==> src/rtl/gray_counter_updn.sv <==
// gray_counter_updn
//   Parametrised up/down Gray-code counter with synchronous clear, preset and
//   parallel load. Exactly one bit of the Gray output changes per count step,
//   which makes the count safe to sample from another clock domain.
//
// Parameters
//   WIDTH      counter width in bits (2..16)
//   RESET_VAL  Gray-coded value loaded while clr is low
//
// Ports
//   clk   in   rising-edge clock
//   clr   in   synchronous active-low clear, loads RESET_VAL (highest priority)
//   prs   in   synchronous active-low preset, loads Gray(2^WIDTH-1) = 100..0
//   cten  in   count enable, one step per clock while high
//   dir   in   count direction, 1 = up, 0 = down
//   ld    in   synchronous load enable, loads din
//   din   in   Gray-coded load value
//   out   out  registered Gray-coded count
//   bin   out  binary equivalent of out (combinational decode)
//   tc    out  terminal count for the current direction, qualified by cten
//   wrap  out  registered one-cycle pulse while out holds the post-wrap value
module gray_counter_updn #(
    parameter int unsigned          WIDTH     = 4,
    parameter logic [WIDTH-1:0]     RESET_VAL = '0
) (
    input  logic             clk,
    input  logic             clr,
    input  logic             prs,
    input  logic             cten,
    input  logic             dir,
    input  logic             ld,
    input  logic [WIDTH-1:0] din,
    output logic [WIDTH-1:0] out,
    output logic [WIDTH-1:0] bin,
    output logic             tc,
    output logic             wrap
);

    localparam logic [WIDTH-1:0] ONE      = WIDTH'(1);
    // Gray code of the all-ones binary value: MSB set, all other bits clear.
    localparam logic [WIDTH-1:0] GRAY_MAX = {1'b1, {(WIDTH-1){1'b0}}};

    // Gray -> binary is a prefix XOR from the MSB downwards. Folding with
    // doubling shift distances builds that prefix in log2(WIDTH) XOR levels
    // instead of a WIDTH-deep ripple chain.
    function automatic logic [WIDTH-1:0] gray2bin(input logic [WIDTH-1:0] g);
        logic [WIDTH-1:0] b;
        b = g;
        for (int unsigned s = 1; s < WIDTH; s = s * 2) begin
            b = b ^ (b >> s);
        end
        return b;
    endfunction

    function automatic logic [WIDTH-1:0] bin2gray(input logic [WIDTH-1:0] b);
        return b ^ (b >> 1);
    endfunction

    logic [WIDTH-1:0] out_q, out_d;
    logic             wrap_q, wrap_d;
    logic [WIDTH-1:0] bin_cur;
    logic [WIDTH-1:0] bin_step;
    logic             at_term;

    assign bin_cur  = gray2bin(out_q);
    assign bin_step = dir ? (bin_cur + ONE) : (bin_cur - ONE);
    assign at_term  = dir ? (out_q == GRAY_MAX) : (out_q == '0);

    // Next state for the non-reset priorities; clr is applied in the
    // register block itself.
    always_comb begin
        out_d  = out_q;
        wrap_d = 1'b0;
        if (!prs) begin
            out_d = GRAY_MAX;
        end else if (ld) begin
            out_d = din;
        end else if (cten) begin
            out_d  = bin2gray(bin_step);
            // Leaving the terminal value is by definition the wrap step.
            wrap_d = at_term;
        end
    end

    always_ff @(posedge clk) begin
        if (!clr) begin
            out_q  <= RESET_VAL;
            wrap_q <= 1'b0;
        end else begin
            out_q  <= out_d;
            wrap_q <= wrap_d;
        end
    end

    assign out  = out_q;
    assign bin  = bin_cur;
    assign tc   = cten & at_term;
    assign wrap = wrap_q;

endmodule

==> config.mk <==
export PLATFORM = sky130hd
export DESIGN_NAME = gray_counter_updn
export DESIGN_NICKNAME = d
export VERILOG_FILES = /design/src/rtl/gray_counter_updn.sv
export SDC_FILE = /design/constraint.sdc
export NUM_CORES = 1
export LEC_CHECK = 0
export CAP_MARGIN = 20
export CORE_MARGIN = 2
export CORE_UTILIZATION = 25
export DETAILED_ROUTE_END_ITERATION = 16
export PLACE_DENSITY = 0.51
export RECOVER_POWER = 100
export SLEW_MARGIN = 20
export SYNTH_ARGS = -nofsm -noshare
export SYNTH_HDL_FRONTEND = slang
export SYNTH_SLANG_ARGS = --single-unit
==> constraint.sdc <==
create_clock -name clk -period 3.3 [get_ports clk]
set_input_delay 0.33 -clock clk [delete_from_list [all_inputs] [get_ports clk]]
set_output_delay 0.33 -clock clk [all_outputs]
set_load 0.05 [all_outputs]
Word-level counts from Yosys, hierarchy flattened

Index checks and enable logic that the tools add are counted.

Input bits: 10
Flip-flop bits (word level): 5
Output and inout port bits: 10
Word-level logic and storage cells: 23

Eq/ne operators: 2
Reductions and logical operators: 4
Mux-type cells: 5
Add/sub/neg operators: 2
Bitwise gates (word level): 7

Operator list:

| kind                                                   | number |
|---|---|
| 2-to-1 mux 4 bit                                       | 4 |
| XOR 4 x 3 -> 4 bit                                     | 2 |
| adder 4 x 1 -> 4 bit (second input constant)           | 1 |
| == test 4 bit (second input constant)                  | 1 |
| logical NOT 4 bit                                      | 1 |
| OR reduction 4 bit                                     | 1 |
| subtractor 4 x 1 -> 4 bit (second input constant)      | 1 |
| XOR 4 x 2 -> 4 bit                                     | 1 |
| inequality test 3 x 1 -> 1 bit (second input constant) | 1 |
| NOT 1 bit                                              | 3 |
| AND reduction 2 bit                                    | 1 |
| nonzero test 2 bit                                     | 1 |
| bitwise AND 1 bit                                      | 1 |
| 2-to-1 mux 1 bit                                       | 1 |

Longest topological paths before layout

Word-level depth: 8
Mapped depth: 9

Worst setup path after synthesis

Ideal clock, no wire load.

Path kind: register -> register
From: reg out_q[3] (netlist: out[3])
To: reg out_q[2] (netlist: out[2])
Path slack: -0.638 ns
Data required time: 3.184 ns
Arrival time: 3.822 ns
Path buffers: 0
Cell stages (with the launch flop): 9
Cells stage by stage: dfxtp_1 inv_1 ha_1 xor2_1 inv_1 fa_1 xnor2_1 xnor3_1 a41o_1

Word-level cells in the longest chain between the ends: 7

Ends and longest elaborated chain:

| item                                                              | RTL line | RTL |
|---|---|---|
| from (decl)                                                       | 59       | `logic [WIDTH-1:0] out_q, out_d;` |
| from (signal assigned)                                            | 90       | `out_q <= out_d;` |
| XOR 4 x 3 -> 4 bit *                                              | 50       | `b = b ^ (b >> s);` |
| XOR 4 x 2 -> 4 bit *                                              | 50       |  |
| via bin[2]                                                        | 34       | `output logic [WIDTH-1:0] bin,` |
| subtractor 4 x 1 -> 4 bit or adder 4 x 1 -> 4 bit (tied branches) | 66       | `assign bin_step = dir ? (bin_cur + ONE) : (bin_cur - ONE);` |
| 2-to-1 mux 4 bit *                                                | 66       |  |
| XOR 4 x 3 -> 4 bit *                                              | 56       | `return b ^ (b >> 1);` |
| 2-to-1 mux 4 bit *                                                | 78       | `end else if (cten) begin` |
| 2-to-1 mux 4 bit *                                                | 76       | `end else if (ld) begin` |

Mark *: on every way through the listed nets, which the timed path passes. The rest lies on a longest branch. The select of a mux whose other input is x is not followed.
A chain may end at the register's enable or synchronous reset.

Worst setup path in the final report

From: reg out_q[2] (netlist: out[2])
To: reg out_q[2] (netlist: out[2])

Word-level cells in the longest chain between the ends: 7

Ends and longest elaborated chain:

| item                                                              | RTL line |
|---|---|
| XOR 4 x 3 -> 4 bit *                                              | 50 |
| XOR 4 x 2 -> 4 bit *                                              | 50 |
| subtractor 4 x 1 -> 4 bit or adder 4 x 1 -> 4 bit (tied branches) | 66 |
| 2-to-1 mux 4 bit *                                                | 66 |
| XOR 4 x 3 -> 4 bit *                                              | 56 |
| 2-to-1 mux 4 bit *                                                | 78 |
| 2-to-1 mux 4 bit *                                                | 76 |

Mark *: on every way between the ends. The rest lies on a longest branch, timed or not. The select of a mux whose other input is x is not followed.

==> parameters.txt <==
Parameter                              Value

Outcome
  Result of the run ... complete, no violations

STA
  RSZ-0062 raised after global routing ... no
  Worst-case clock skew ... 1.174 ps
  Final clock period utilization by the worst path ... 77.22%
  Shortest clock period the worst path allows after layout ... 2548 ps
  Maximum frequency from static timing analysis ... 392.4 MHz
  Setup TNS ... 0 ps
  Fin worst setup slack ... 751.7 ps
  Final number of max-transition violations ... 0
  Final hold viol count ... 0
  Remaining max-slew budget at the tightest pin ... 65.84%
  Worst Max-Slew Pin Slew ... 510.7 ps
  Number of setup violations in the final report ... 0

Clocking
  Clock tree root buffer cell ... clkbuf_4
  Inserted Clock Buffers ... 3
  Count of instances resized after the clock tree is built ... 0
  Number of post-CTS setup repair buffers ... 0
  Sink Count ... 5
  Register clock-pin slew on the reported worst setup and hold paths ... 50 ps
  CTS tree ... yes
  Clk_lat worst skew ... 240 ps
  Hold-fix buffers at CTS ... 0
  H-tree level count ... 1
  Longest Clk Path Bufs ... 2

Placement
  Area after detailed placement ... 703.2 µm²
  Routability cong. ... 0.7064
  Number of port buffers ... 19
  Post-DP HPWL ... 875.5 µm
  Post-place setup slack ... 675.3 ps

Worst setup path
  Data required time at the worst endpoint ... 3430 ps
  Reg2reg setup slack ... 750 ps
  Critical path class ... reg -> reg
  Critical path startpoint category ... register
  Max Fanout on Critical Path ... 4
  Crit path DAT ... 2680 ps
  CP Capture Type ... register

Cells and area
  Summed area of non-filler cells in the final layout ... 711.9 µm²
  Final net count ... 90
  Count of antenna diodes in the layout ... 0
  Most common cell after layout, fill and taps aside ... dlygate4sd3_1
  Finished Core Util ... 41.23%
  Layout cells sized above 1 ... 8.219%
  Layout overhead on the synthesized area ... 53.78%
  Leading cell types in the layout, fill and taps excluded ... 11 x dlygate4sd3_1, 8 x clkdlybuf4s50_1, 7 x inv_1

Detailed routing
  Remaining routing DRC violations ... 0
  Vias per cell ... 4.357
  Vias after detailed routing ... 427
  Detail-routed net length per standard cell ... 10.66 µm
  DRT iter0 DRCs ... 9
  Antenna viol nets, final ... 0
  Drt first pass iters ... 4
  Final Routed Wirelength ... 1045 µm

GRT
  GR Layer Usage met3 ... 3.846%
  Number of global-route vias before repair ... 364
  Total GRT Usage ... 10.71%
  Met1 demand-to-capacity share in global routing ... 12.90%
  Global-route met2 utilization ... 16.99%
  Initial antenna violation count ... 0
  Maximum number of pins on one net before global-route repair ... 11
  GRT Max-Usage Layer ... met2
  Remaining global-route overflow ... 0
  Global-route wire length before repair ... 1559 µm

Die
  Starting density of the core ... 26.81%
  Die area ... 2212 µm²
  Core ar. ... 1727 µm²
  Die Y-Extent ... 47.03 µm
  Ports ... 20
  Number of placement rows ... 15
  Chip width ... 47.03 µm

Power
  Power per cell area ... 639.3 nW/µm²
  LEAKAGE ... 0.3185 nW
  Worst vdd ir ... 0.3267 mV

Yosys
  Synth Register Bits ... 5
  Syn nets ... 68
  Sequential element share of the synthesized area ... 21.62%
  Synth warn ... 0
  Synthesized instance count ... 52
  Synthesized cell area ... 462.9 µm²
  Number of different library cells in the post-synthesis netlist ... 24
  Avg Synthesized Cell Area ... 8.903 µm²

Run
  Number of violations of the max-capacitance limit ... 0

Min path
  Worst min-delay path class ... reg -> reg
## critical path: stages, from the launching register on
cell	delay [ps]
dfxtp_1	390
inv_1	80
ha_1	400
xor2_4	180
inv_1	70
fa_1	380
xnor2_1	260
xnor3_1	440
a41o_1	240
## layout make-up
cell class,instances,area (µm²)
inverter,7,26.28
fill,184,1015
multi-input combinational,38,336.6
tap,25,31.28
sequential,5,101.3
timing repair buffer,19,190.2
clock buffer,4,26.28
## registers in the layout (all words and copies together), names as in the netlist
name / flops
wrap: 1
out: 4
## through the flow
step	hold slack, ps	instances	power [W]
3_5_place_dp	661.1	94	0.0004128
6_report	664.9	98	0.0004551
4_1_cts	671.8	98	0.0004881
3_3_place_gp	666.3	94	0.0004090
2_1_floorplan	462.6	52	0.0003283
5_1_grt	717.5	98	0.0004903
## cell families (layout without fill, tap and decap cells)
group / count (synthesis) / in the layout / share of synthesized area (%)
AND/OR/NAND/NOR: 14 / 14 / 14.60
AO/OA/AOI/OAI: 9 / 9 / 17.57
buffers and inverters: 9 / 30 / 8.109
XOR/XNOR: 8 / 8 / 18.11
adder cells (fa/ha/maj): 6 / 6 / 17.84
flip-flops: 5 / 5 / 21.62
multiplexers: 1 / 1 / 2.162
## report_power, final
part | switching, W | internal (W) | leakage, nW
combinational | 0.000175 | 0.000136 | 0.262
clock | 0.0000251 | 0.0000457 | 0.0150
sequential | 0.00000699 | 0.0000667 | 0.0412
total | 0.000207 | 0.000248 | 0.319
## worst paths after layout
check                        endpoint           startpoint  cells past startpoint
setup / recovery  out[2]$_SDFFE_PN0P_  out[2]$_SDFFE_PN0P_                      8
hold / removal    out[0]$_SDFFE_PN0P_  out[0]$_SDFFE_PN0P_                      4
setup reg to reg  out[2]$_SDFFE_PN0P_  out[2]$_SDFFE_PN0P_                      8
hold reg to reg   out[0]$_SDFFE_PN0P_  out[0]$_SDFFE_PN0P_                      4
## layer usage
| layer | routed length [µm] | up-vias |
|---|---|---|
| li1 | - | 217 |
| met1 | 465 | 192 |
| met2 | 496 | 18 |
| met3 | 83 | 0 |
| met4 | 0 | 0 |
| met5 | 0 | - |
## synth_stat cells
cell / count / area, µm²
ha_1: 5 / 62.56
mux2i_1: 1 / 10.01
a22o_1: 1 / 8.760
inv_1: 7 / 26.28
o311ai_0: 1 / 8.760
xnor2_1: 6 / 52.55
nor2_1: 5 / 18.77
nor3_1: 1 / 5.000
a21o_1: 1 / 7.510
nor4_1: 1 / 6.260
a211oi_1: 2 / 15.01
nor3b_1: 1 / 7.510
a21oi_1: 2 / 10.01
and2_1: 1 / 6.260
xor2_1: 1 / 8.760
xnor3_1: 1 / 22.52
dfxtp_1: 5 / 100.1
buf_4: 1 / 7.510
fa_1: 1 / 20.02
a41o_1: 1 / 10.01
clkbuf_1: 1 / 3.750
a31oi_4: 1 / 21.27
nor2b_1: 2 / 12.51
nand2_1: 3 / 11.26
No activity file was read; power rests on OpenSTA's default activity.
